--- src/rtl/lab_bcd_pkg.sv ---
// lab_bcd_pkg: shared types and constants for the sequential BCD-to-binary converter.
// Rev 1.0
`default_nettype none

package lab_bcd_pkg;

  typedef enum logic [1:0] {
    IDLE  = 2'd0,
    SHIFT = 2'd1,
    DONE  = 2'd2
  } state_t;

  localparam logic [3:0] BCD_MAX_DIGIT = 4'd9;
  localparam logic [3:0] CORR          = 4'd3;
  localparam logic [3:0] CORR_THRESH   = 4'd8;

  // Minimum binary width able to hold 10**ndigits - 1.
  function automatic int bin_width(input int ndigits);
    longint v;
    v = 1;
    for (int i = 0; i < ndigits; i++) begin
      v = v * 10;
    end
    return $clog2(v);
  endfunction

endpackage

`default_nettype wire

--- src/rtl/bcd_to_bin_seq_if.sv ---
// bcd_to_bin_seq_if: start/done handshake and data bus of the BCD-to-binary converter.
// Rev 1.0
`default_nettype none

interface bcd_to_bin_seq_if #(
  parameter int NDIGITS = 2,
  parameter int BIN_W   = 7
);
  logic                   start;
  logic [4*NDIGITS-1:0]   bcd_in;
  logic                   busy;
  logic                   done;
  logic [BIN_W-1:0]       bin_out;
  logic                   err;

  modport master (output start, bcd_in, input busy, done, bin_out, err);
  modport slave  (input start, bcd_in, output busy, done, bin_out, err);
endinterface

`default_nettype wire

--- src/rtl/bcd_digit_sub3.sv ---
// bcd_digit_sub3: per-digit correction for reverse double-dabble (d>=8 ? d-3 : d).
// Rev 1.0
`default_nettype none

module bcd_digit_sub3
  import lab_bcd_pkg::*;
(
  input  wire logic [3:0] d_i,
  output logic      [3:0] d_o
);

  assign d_o = (d_i >= CORR_THRESH) ? (d_i - CORR) : d_i;

endmodule

`default_nettype wire

--- src/rtl/bcd_to_bin_seq.sv ---
// bcd_to_bin_seq: sequential BCD-to-binary converter, one bit per clock, start/done handshake.
// Rev 1.0 -- optional digit-range check enabled by defining BCD2BIN_ERRCHK_EN.
`default_nettype none

module bcd_to_bin_seq
  import lab_bcd_pkg::*;
#(
  parameter int NDIGITS = 2,
  parameter int BIN_W   = bin_width(NDIGITS)
) (
  input  wire logic         clk,
  input  wire logic         rst_n,
  bcd_to_bin_seq_if.slave   bus
);

  localparam int SW    = 4 * NDIGITS;
  localparam int CNT_W = $clog2(SW);
  localparam logic [CNT_W-1:0] CNT_LAST = CNT_W'(SW - 1);

  state_t             state_q, state_d;
  logic [SW-1:0]      s_q, s_d;
  logic [SW-1:0]      b_q, b_d;
  logic [SW-1:0]      s_shr;
  logic [SW-1:0]      s_cor;
  logic [CNT_W-1:0]   cnt_q, cnt_d;
  logic [BIN_W-1:0]   bin_q, bin_d;
  logic [BIN_W-1:0]   res;
  logic               done_q, done_d;

  // ---------------- FSM: state register ----------------
  always_ff @(posedge clk or negedge rst_n) begin
    if (!rst_n) begin
      state_q <= IDLE;
    end else begin
      state_q <= state_d;
    end
  end

  // ---------------- FSM: next state ----------------
  always_comb begin
    state_d = state_q;
    case (state_q)
      IDLE:    if (bus.start) state_d = SHIFT;
      SHIFT:   if (cnt_q == CNT_LAST) state_d = DONE;
      DONE:    state_d = IDLE;
      default: state_d = IDLE;
    endcase
  end

  // ---------------- FSM: outputs ----------------
  always_comb begin
    bus.busy = (state_q != IDLE);
  end

  assign bus.done    = done_q;
  assign bus.bin_out = bin_q;

  // Shift the digit register right, then pull each digit back into BCD range.
  assign s_shr = s_q >> 1;

  for (genvar i = 0; i < NDIGITS; i++) begin : g_digit
    bcd_digit_sub3 u_sub3 (
      .d_i (s_shr[4*i +: 4]),
      .d_o (s_cor[4*i +: 4])
    );
  end

  // The accumulator holds the full value after SW shifts; fit it to BIN_W.
  if (BIN_W <= SW) begin : g_res_trunc
    assign res = b_q[BIN_W-1:0];
  end else begin : g_res_ext
    assign res = {{(BIN_W - SW){1'b0}}, b_q};
  end

  always_comb begin
    s_d    = s_q;
    b_d    = b_q;
    cnt_d  = cnt_q;
    bin_d  = bin_q;
    done_d = 1'b0;
    case (state_q)
      IDLE: begin
        if (bus.start) begin
          s_d   = bus.bcd_in;
          b_d   = '0;
          cnt_d = '0;
        end
      end
      SHIFT: begin
        s_d   = s_cor;
        b_d   = {s_q[0], b_q[SW-1:1]};
        cnt_d = cnt_q + CNT_W'(1);
      end
      DONE: begin
        bin_d  = res;
        done_d = 1'b1;
      end
      default: ;
    endcase
  end

  always_ff @(posedge clk or negedge rst_n) begin
    if (!rst_n) begin
      s_q    <= '0;
      b_q    <= '0;
      cnt_q  <= '0;
      bin_q  <= '0;
      done_q <= 1'b0;
    end else begin
      s_q    <= s_d;
      b_q    <= b_d;
      cnt_q  <= cnt_d;
      bin_q  <= bin_d;
      done_q <= done_d;
    end
  end

`ifdef BCD2BIN_ERRCHK_EN
  logic digit_bad;
  logic errp_q, errp_d;
  logic err_q, err_d;

  always_comb begin
    digit_bad = 1'b0;
    for (int i = 0; i < NDIGITS; i++) begin
      if (bus.bcd_in[4*i +: 4] > BCD_MAX_DIGIT) digit_bad = 1'b1;
    end
  end

  // Flag is captured at accept and published together with bin_out.
  always_comb begin
    errp_d = errp_q;
    err_d  = err_q;
    if ((state_q == IDLE) && bus.start) errp_d = digit_bad;
    if (state_q == DONE) err_d = errp_q;
  end

  always_ff @(posedge clk or negedge rst_n) begin
    if (!rst_n) begin
      errp_q <= 1'b0;
      err_q  <= 1'b0;
    end else begin
      errp_q <= errp_d;
      err_q  <= err_d;
    end
  end

  assign bus.err = err_q;
`else
  assign bus.err = 1'b0;
`endif

endmodule

`default_nettype wire

--- src/flat_wrapper.sv ---
// flat-port wrapper written by rule: the top's interface ports become plain ports
module bcd_to_bin_seq_flat import lab_bcd_pkg::*;
#(
  parameter int NDIGITS = 2,
  parameter int BIN_W   = bin_width(NDIGITS)
)
  (clk, rst_n, bus_start, bus_bcd_in, bus_busy, bus_done, bus_bin_out, bus_err);
  bcd_to_bin_seq_if #(.NDIGITS(NDIGITS), .BIN_W(BIN_W)) bus_i ();
  input  wire logic clk;
  input  wire logic rst_n;
  input wire logic [$bits(bus_i.start)-1:0] bus_start;
  input wire logic [$bits(bus_i.bcd_in)-1:0] bus_bcd_in;
  output wire logic [$bits(bus_i.busy)-1:0] bus_busy;
  output wire logic [$bits(bus_i.done)-1:0] bus_done;
  output wire logic [$bits(bus_i.bin_out)-1:0] bus_bin_out;
  output wire logic [$bits(bus_i.err)-1:0] bus_err;
  assign bus_i.start = bus_start;
  assign bus_i.bcd_in = bus_bcd_in;
  assign bus_busy = bus_i.busy;
  assign bus_done = bus_i.done;
  assign bus_bin_out = bus_i.bin_out;
  assign bus_err = bus_i.err;
  bcd_to_bin_seq #(.NDIGITS(NDIGITS), .BIN_W(BIN_W)) u_core (.clk(clk), .rst_n(rst_n), .bus(bus_i));
endmodule
--- config.mk ---
export PLATFORM = sky130hd
export DESIGN_NAME = bcd_to_bin_seq_flat
export DESIGN_NICKNAME = d
export VERILOG_FILES = /design/src/rtl/lab_bcd_pkg.sv /design/src/rtl/bcd_to_bin_seq_if.sv /design/src/rtl/bcd_digit_sub3.sv /design/src/rtl/bcd_to_bin_seq.sv /design/src/flat_wrapper.sv
export SDC_FILE = /design/constraint.sdc
export NUM_CORES = 1
export LEC_CHECK = 0
export ABC_AREA = 1
export CELL_PAD_IN_SITES_DETAIL_PLACEMENT = 0
export CELL_PAD_IN_SITES_GLOBAL_PLACEMENT = 1
export CORE_ASPECT_RATIO = 1.5
export CORE_UTILIZATION = 40
export DETAILED_ROUTE_END_ITERATION = 16
export DONT_BUFFER_PORTS = 1
export PLACE_DENSITY_LB_ADDON = 0.1
export REMOVE_ABC_BUFFERS = 1
export SYNTH_ARGS = -nofsm -noshare
export SYNTH_HDL_FRONTEND = slang
export SYNTH_SLANG_ARGS = --single-unit
--- constraint.sdc ---
create_clock -name clk -period 1.1 [get_ports clk]
set_input_delay 0.11 -clock clk [delete_from_list [all_inputs] [get_ports clk]]
set_output_delay 0.11 -clock clk [all_outputs]
set_load 0.03 [all_outputs]
# After elaboration in Yosys (flattened, before gate mapping)

Cells that the tools add are included.

Flip-flop bits (word level): 29
Bits of input ports: 11
Logic and storage cells: 33

Add/subtract/negate cells: 3
Order comparisons: 2
Eq/ne operators: 5
Multiplexer cells: 12
Reduce and logical (&&, ||, !) cells: 5

Operator list:

| kind                | count |
|---|---|
| $pmux 8 s2          | 2 |
| $mux 8              | 2 |
| $mux 4              | 2 |
| $pmux 3 s2          | 1 |
| $ge 3x4->1 const B  | 1 |
| $ge 4x4->1 const B  | 1 |
| $mux 2              | 2 |
| $pmux 2 s2          | 1 |
| $reduce_and 2->1    | 2 |
| $reduce_bool 2->1   | 2 |
| $sub 3x2->4 const B | 1 |
| $sub 4x2->4 const B | 1 |
| $add 3x1->3 const B | 1 |
| $eq 3x3->1 const B  | 1 |
| $mux 3              | 1 |
| $eq 2x1->1 const B  | 1 |
| $eq 2x2->1 const B  | 1 |
| $logic_not 2->1     | 1 |
| $ne 2x1->1 const B  | 1 |
| $ne 2x2->1 const B  | 1 |
| $mux 1              | 1 |

# Longest topological paths before layout

Gate-level depths: netlist of the first run.

Word-level depth: 3
Mapped depth: 7
Depth with buffers taken out: 7

# Modules after synthesis

A second synthesis of the first run with hierarchy kept.

Cells, all modules: 185
Area, all modules: 1462.7 µm²

By module, submodules not included:

| module         | times used | cells an instance | area an instance (µm²) | seq. area each (µm²) |
|---|---|---|---|---|
| bcd_to_bin_seq | 1          | 153               | 1285.0                 | 725.7 |
| bcd_digit_sub3 | 2          | 16                | 88.8                   | 0.0 |

# Worst setup path after synthesis of the first run

No wires, ideal clock.

Kind: register to register
Start point: register u_core.state_q[1]
End point: register u_core.s_q[6]
Data arrival time: 948 ps
Path slack: 28 ps
Cell stages (with the launch flop): 7
Buffers on the path: 1
Cells stage by stage: dfrtp_1 -> inv_2 -> nand2_2 -> nand2_2 -> buf_4 -> o211ai_1 -> nand2_1

Word-level cells in the longest chain between the ends: 3

RTL lines:

| item                                                      | line                  | text |
|---|---|---|
| from (decl)                                               | bcd_to_bin_seq.sv:20  | `state_t state_q, state_d;` |
| from (signal assigned)                                    | bcd_to_bin_seq.sv:35  | `state_q <= state_d;` |
| $eq 2x1->1 or $logic_not 2->1 (tied branches)             | bcd_to_bin_seq.sv:81  | `case (state_q)` |
| $reduce_bool 2->1 (no line) or $ne 2x2->1 (tied branches) | --                    |  |
| $reduce_and 2->1 (no line)                                | --                    |  |
| to (signal assigned)                                      | bcd_to_bin_seq.sv:104 | `s_q <= '0;` |
| to (signal assigned)                                      | bcd_to_bin_seq.sv:110 | `s_q <= s_d;` |
| to (decl)                                                 | bcd_to_bin_seq.sv:21  | `logic [SW-1:0] s_q, s_d;` |

Several ways; a longest one is shown, not always the timed one.
A chain may end at the register's enable or synchronous reset.

# Worst setup path in the final report of the first run

Start point: register u_core.state_q[0]
End point: output bus_busy

Word-level cells in the longest chain between the ends: 1

RTL lines:

| item              | line                 | text |
|---|---|---|
| $reduce_bool 2->1 | bcd_to_bin_seq.sv:52 | `bus.busy = (state_q != IDLE);` |
| to (decl)         | flat_wrapper.sv:13   | `output wire logic [$bits(bus_i.busy)-1:0] bus_busy;` |

No other way between the ends.

==> impl_metrics.py, run 1 <==
metrics = {
    "die": {
        "die_area_um2": 3450,
        "die_h_um": 71.5,
        "boundaryPins": 21,
        "initial_core_util_pct": 43.3,
        "die_w_um": 48.3,
        "core_um2": 2970,
        "rows": 24,
    },
    "timing": {
        "period_share_pct": 102,
        "max_freq_ghz": 0.892,
        "fin_crit_ns": 1.12,
        "fin_setup_tns_ns": -0.0380,
        "skew_ns": 0.00831,
        "setup_viol": 3,
        "final_hold_viol_count": 0,
        "worst_slack_ns": -0.0216,
        "slew_violations": 0,
        "rsz0062_at_grt": "yes",
    },
    "clocking": {
        "cts-root-buf": "clkbuf_8",
        "cts_tree": "built",
        "htreeDepth": 2,
        "cts_buffers": 5,
        "cts.reportedPaths.clkPinSlew_ns": 0.06,
        "insertion_delay_ns": 0.29,
        "cts_buffer_depth": 2,
        "cts.sinks": 29,
    },
    "global_routing": {
        "antenna_found_initial": 0,
        "grt_usage_pct": 17.2,
        "grt_max_degree": 30,
        "grt.overflow.total": 0,
        "grt_pass1_vias": 1026,
        "grt_pass1_wl_um": 4350,
    },
    "routing": {
        "dr.pass1.iters": 4,
        "routed_wl_um": 2480,
        "route.detailed.drc": 0,
        "drt_iter0_drc": 35,
        "wl_per_cell_um": 11.8,
        "drtAntennaViolNets": 0,
        "viasPerCell": 4.82,
        "vias": 1018,
    },
    "final_layout": {
        "syn2layout_area_growth_pct": 27.4,
        "fin_cells": 211,
        "num_antenna_cells": 0,
        "fin_nets": 186,
        "drive_above_1_share_pct": 25.6,
        "final_util_pct": 55.1,
    },
    "critical_path": {
        "worstPathCellList": "inv_4 > buf_6 > nand2_4",
        "slowest_delay_ns": 0.46,
        "critPathKind": "flip-flop to output pin",
        "path_buf_inv": 2,
        "critPathCaptureType": "output pin",
        "crit_fanout": 6,
        "arrival_ns": 1.01,
        "slowest_stage": "dfrtp_2",
        "start_kind": "flip-flop",
        "worstPathRequired_ns": 0.99,
        "crit_family": "flip-flops",
    },
    "yosys": {
        "ys_warn_count": 0,
        "avgSynthCellArea_um2": 8.81,
        "synth_seq_area_share_pct": 56.4,
        "synth.cell_area_um2": 1290,
        "synth_cell_types": 17,
        "netlist_instances": 146,
        "ys_ff_latch": 29,
    },
    "power": {
        "power.leakage_nw": 0.861,
        "ir_drop_mv": 1.45,
        "power_density_nw_per_um2": 2830,
    },
    "status": {
        "outcome": "finished, violations left",
        "failed_checks": "setup timing",
    },
    "placement": {
        "portBuffers": 0,
        "gp_congestion": 0.767,
        "dp_hpwl_um": 1710,
        "dpl.cell_count": 195,
        "pre_cts_ws_ns": -0.0140,
    },
    "job": {
        "drv_cap": 0,
    },
    "worst_hold_path": {
        "hp-class": "primary input to flip-flop",
    },
}
## worst reg2reg max path, cell delays in order (launching register included)
cell and delay (ns):
dfrtp_2 0.44, inv_4 0.06, buf_6 0.12, nor2_4 0.17
buf_6 0.14, nor2_2 0.03, a21oi_1 0.09
## path summary, 6_finish.rpt
check                           slack (ns)                    end  cells past startpoint                   from
worst max-delay path                 -0.02               bus_busy                      3      u_core.state_q[0]
worst min-delay path                  0.04          u_core.s_q[3]                      2          bus_bcd_in[3]
worst max register to register       -0.01        u_core.cnt_q[0]                      6      u_core.state_q[0]
worst min register to register        0.48  u_core.bus.bin_out[6]                      2  u_core.bus.bin_out[6]
max in group asynchronous             0.67      u_core.state_q[0]                      2                  rst_n
min in group asynchronous             0.26        u_core.bus.done                      2                  rst_n
## per-stage QoR
step / total power, W / instance area [um^2] / hold slack [ns]
2_1_floorplan: 0.00292 / 1250 / -0.186
5_1_grt: 0.00503 / 1640 / 0.0535
3_3_place_gp: 0.00345 / 1420 / -0.185
6_report: 0.00464 / 1640 / 0.0418
3_5_place_dp: 0.00350 / 1420 / -0.185
4_1_cts: 0.00458 / 1610 / 0.0403
## per-layer routing
layer  GRT usage, %  vias to the layer above  share of wire [%]
met5              0                        -                  0
met1           18.8                      482                 45
li1               -                      505                  -
met4           11.4                        0                3.0
met3           5.52                        7                4.1
met2           28.5                       24                 48
## layout by cell type, fill, tap and decap left out
cell           Yosys  final
inv_4              0      1
o21ai_1            3      5
dfrtp_2            0      1
inv_1             20     20
conb_1             1      1
dfrtp_1           29     28
buf_6              0      5
nand2_1           41     39
nand3_1            5      3
nor2_4             1      1
ha_2               0      2
dlygate4sd3_1      0      2
o22ai_1            7      7
nand3_2            0      2
nor2_2             0      1
a21oi_1            4      4
o211ai_1           3      3
nand2_2            4      3
buf_12             0      1
inv_2              2      1
clkinvlp_4         0      1
nor2_1             8      7
ha_1               4      2
buf_4              3     15
clkinv_2           0      2
nand2_4            0      3
o21ai_0            9      7
clkbuf_8           0      5
## report_power, final
group | switching, W | internal (W)
clock | 0.000419 | 0.000435
combinational | 0.00111 | 0.000894
sequential | 0.000302 | 0.00149
## logic make-up after synthesis
group / share of synthesized area, %
AO/OA/AOI/OAI: 11.4
adder cells (fa/ha/maj): 3.89
buffers and inverters: 8.95
flip-flops: 56.4
other: 0.292
AND/OR/NAND/NOR: 19.1
## repair_timing
action | 4_1_cts | 5_1_grt
resized for setup | 9 | 10
hold endpoints to repair | 30 | 0
pin swaps | 4 | 11
endpoints found under the setup margin | 2 | 27
setup buffers | 5 | 1
hold buffers | 3 | 0
## cell usage after synthesis (all sizes together)
master  number  area share, %
nand2       45             14
dfrtp       29             56
inv         22            6.4
o21ai       12            4.7
nor2         9            3.2
o22ai        7            3.4
buf          5            2.5
nand3        5            1.9
a21oi        4            1.6
ha           4            3.9
o211ai       3            1.8
conb         1           0.29
## registers in the layout (all words and copies together) (netlist names)
name / flops
u_core.b_q: 8
u_core.bus.bin_out: 7
u_core.bus.done: 1
u_core.cnt_q: 3
u_core.s_q: 8
u_core.state_q: 2
## cell type report
| cell class | count | area (um^2) |
|---|---|---|
| clock inverters | 3 | 17.5 |
| flip-flops and latches | 29 | 727 |
| clock buffers | 5 | 68.8 |
| fillers | 291 | 1330 |
| multi-input cells | 90 | 483 |
| well taps | 39 | 48.8 |
| inverters | 22 | 85.1 |
| repair buffers | 23 | 209 |
No activity file was read; power rests on OpenSTA's default activity.
==> run 2, diff against run 1 <==
- CTS_CLUSTER_SIZE: not set -> 30
==> results of run 2 <==
The final DEF is identical to that of run 1; final timing and power are the same.
==> run 3, diff against run 2 <==
- CORE_UTILIZATION: 40 -> 41
==> run 3 against run 2 <==
Effect of this change: the run now ends clean; clock power fell by 4.2%; global-route usage grew 0.11 points; final cell count fell by 0.47%; cell area shrank 0.76%; wire length is 5.1% higher; total power grew 0.18%; non-clock buffer count decreased by 1; maximum frequency grew 2.9%; register-to-register slack better by 0.02 ns; largest cell class unchanged.
==> impl_metrics.py, run 3 (synthesis results as in run 1) <==
metrics = {
    "status": {
        "outcome": "finished clean",
    },
    "power": {
        "power.switching_w": 0.00185,
        "p_sw_share_pct": 39.7,
        "p_comb_share_pct": 44.0,
        "power_frac_clock_pct": 17.6,
        "seq_power_share_pct": 38.4,
        "power.leakage_nw": 0.846,
        "ir_drop_mv": 1.40,
        "intPower_w": 0.00281,
        "power_density_nw_per_um2": 2860,
    },
    "routing": {
        "routed_wl_um": 2610,
        "wl_per_cell_um": 12.4,
        "route.detailed.drc": 0,
        "wl_met1_um": 1080,
        "drt_iter0_drc": 15,
        "wl_met3_um": 107,
        "drtAntennaViolNets": 0,
        "vias": 980,
        "viasPerCell": 4.67,
        "dr.pass1.iters": 3,
        "topRoutingLayerUsed": "met4",
        "wl_met2_um": 1350,
    },
    "critical_path": {
        "crit_start": "u_core.state_q[1]",
        "critPathKind": "flip-flop to flip-flop",
        "crit_top_cell": "nand2_1",
        "worstPathRequired_ns": 1.26,
        "worstPathCellList": "buf_4 > nor2_4 > nand3_1 > nand2_1 > nand2_1",
        "endpoint": "u_core.s_q[0]",
        "r2r_cells": 5,
        "start_kind": "flip-flop",
        "critPathCaptureType": "flip-flop",
        "r2r_slack_ns": 0.01,
        "r2r_end": "u_core.s_q[0]",
        "slowest_stage": "dfrtp_1",
        "crit_fanout": 8,
        "arrival_ns": 1.25,
        "r2r-start": "u_core.state_q[1]",
        "slowest_delay_ns": 0.41,
    },
    "clocking": {
        "htreeDepth": 2,
        "cts_buffer_depth": 2,
        "cts_tree": "built",
        "cts.reportedPaths.clkPinSlew_ns": 0.06,
        "insertion_delay_ns": 0.27,
        "cts.sinks": 29,
        "cts_buffers": 5,
        "cts-root-buf": "clkbuf_8",
    },
    "job": {
        "drv_cap": 0,
    },
    "global_routing": {
        "grt.overflow.total": 0,
        "grt_pass1_vias": 917,
        "grt_usage_pct": 17.3,
        "grt_max_degree": 30,
        "antenna_found_initial": 0,
        "grt_pass1_wl_um": 4080,
    },
    "timing": {
        "setup_viol": 0,
        "rsz0062_at_grt": "yes",
        "period_share_pct": 99.1,
        "slew_violations": 0,
        "final_hold_viol_count": 0,
        "max_freq_ghz": 0.918,
        "skew_ns": 0.00375,
        "fin_crit_ns": 1.09,
        "worst_slack_ns": 0.0103,
    },
    "die": {
        "core_um2": 2940,
        "boundaryPins": 21,
        "die_w_um": 47.7,
        "rows": 24,
        "die_h_um": 70.6,
        "die_area_um2": 3370,
        "initial_core_util_pct": 43.7,
    },
    "placement": {
        "gp_congestion": 0.748,
        "dp_hpwl_um": 1710,
        "pre_cts_ws_ns": -0.0646,
        "postPlaceCellArea_um2": 1390,
        "dpl.cell_count": 191,
        "portBuffers": 0,
    },
    "final_layout": {
        "fin_nets": 185,
        "final_util_pct": 55.3,
        "fin_cells": 210,
        "num_antenna_cells": 0,
        "layout_common_cells": "39 x nand2_1, 27 x dfrtp_1, 17 x inv_1, 16 x buf_4, 8 x o21ai_0",
        "seq_area_um2": 728,
        "syn2layout_area_growth_pct": 26.5,
        "fillCellCount": 290,
        "final_common_cell": "nand2_1",
        "drive_above_1_share_pct": 27.5,
        "multiInputGateArea_um2": 494,
        "design_area_um2": 1630,
    },
    "worst_hold_path": {
        "hp-class": "primary input to flip-flop",
    },
}
## run 3: cell count changes in the layout (fill, tap and decap cells not counted), sizes merged
| cell | before | now |
|---|---|---|
| clkbuf | 5 | 6 |
| clkinvlp | 1 | 0 |
| buf | 21 | 20 |
## run 3: worst min path at each step
stage                     cells past startpoint                    end     startpoint
after floorplan                               0          u_core.b_q[0]          rst_n
after global placement                        0  u_core.bus.bin_out[5]          rst_n
after detailed placement                      0  u_core.bus.bin_out[5]          rst_n
after CTS                                     2          u_core.s_q[3]  bus_bcd_in[3]
after global routing                          2          u_core.s_q[3]  bus_bcd_in[3]
final                                         2          u_core.s_q[3]  bus_bcd_in[3]
## run 3: metrics by stage
stage / power [W] / setup TNS (ns) / hold slack [ns]
detailed placement: 0.00341 / -0.0646 / -0.185
global route: 0.00504 / -0.493 / 0.0279
finish: 0.00465 / 0 / 0.0350
global placement: 0.00337 / -0.0472 / -0.185
CTS: 0.00441 / -0.0274 / 0.0299
floorplan: 0.00292 / -0.165 / -0.186
## run 3: layout make-up
type                    count  area share (%)
multi-input cells          90            30.4
inverters                  22            5.23
repair buffers             22            11.5
clock buffers               6            4.46
clock inverters             2           0.615
flip-flops and latches     29            44.8
well taps                  39            3.00
## run 3: worst max-delay path, delay by kind of cell, from the launching register on
family	cells	cell delay (ns)
buffers and inverters	1	0.16
AND/OR/NAND/NOR	4	0.41
flip-flops	1	0.41
## run 3: power groups by stage
stage / registers (W) / clock network, W / logic [W]
CTS: 0.00178 / 0.000846 / 0.00178
global route: 0.00185 / 0.000884 / 0.00231
global placement: 0.00178 / 0 / 0.00159
finish: 0.00179 / 0.000818 / 0.00205
detailed placement: 0.00179 / 0 / 0.00162
floorplan: 0.00186 / 0 / 0.00106
## run 3: per-layer routing
metal / global-route usage (%) / vias up
li1: - / 499
met3: 5.87 / 7
met2: 27.2 / 20
met1: 20.7 / 454
met5: 0 / -
met4: 7.41 / 0
## run 3: what timing repair did
action	in CTS	in global routing
buffers inserted	2	5
gates resized for setup	5	15
pin swaps	2	5
hold buffers	3	0
endpoints found under the setup margin	3	25
endpoints found under the hold margin	30	0
gates cloned	0	1
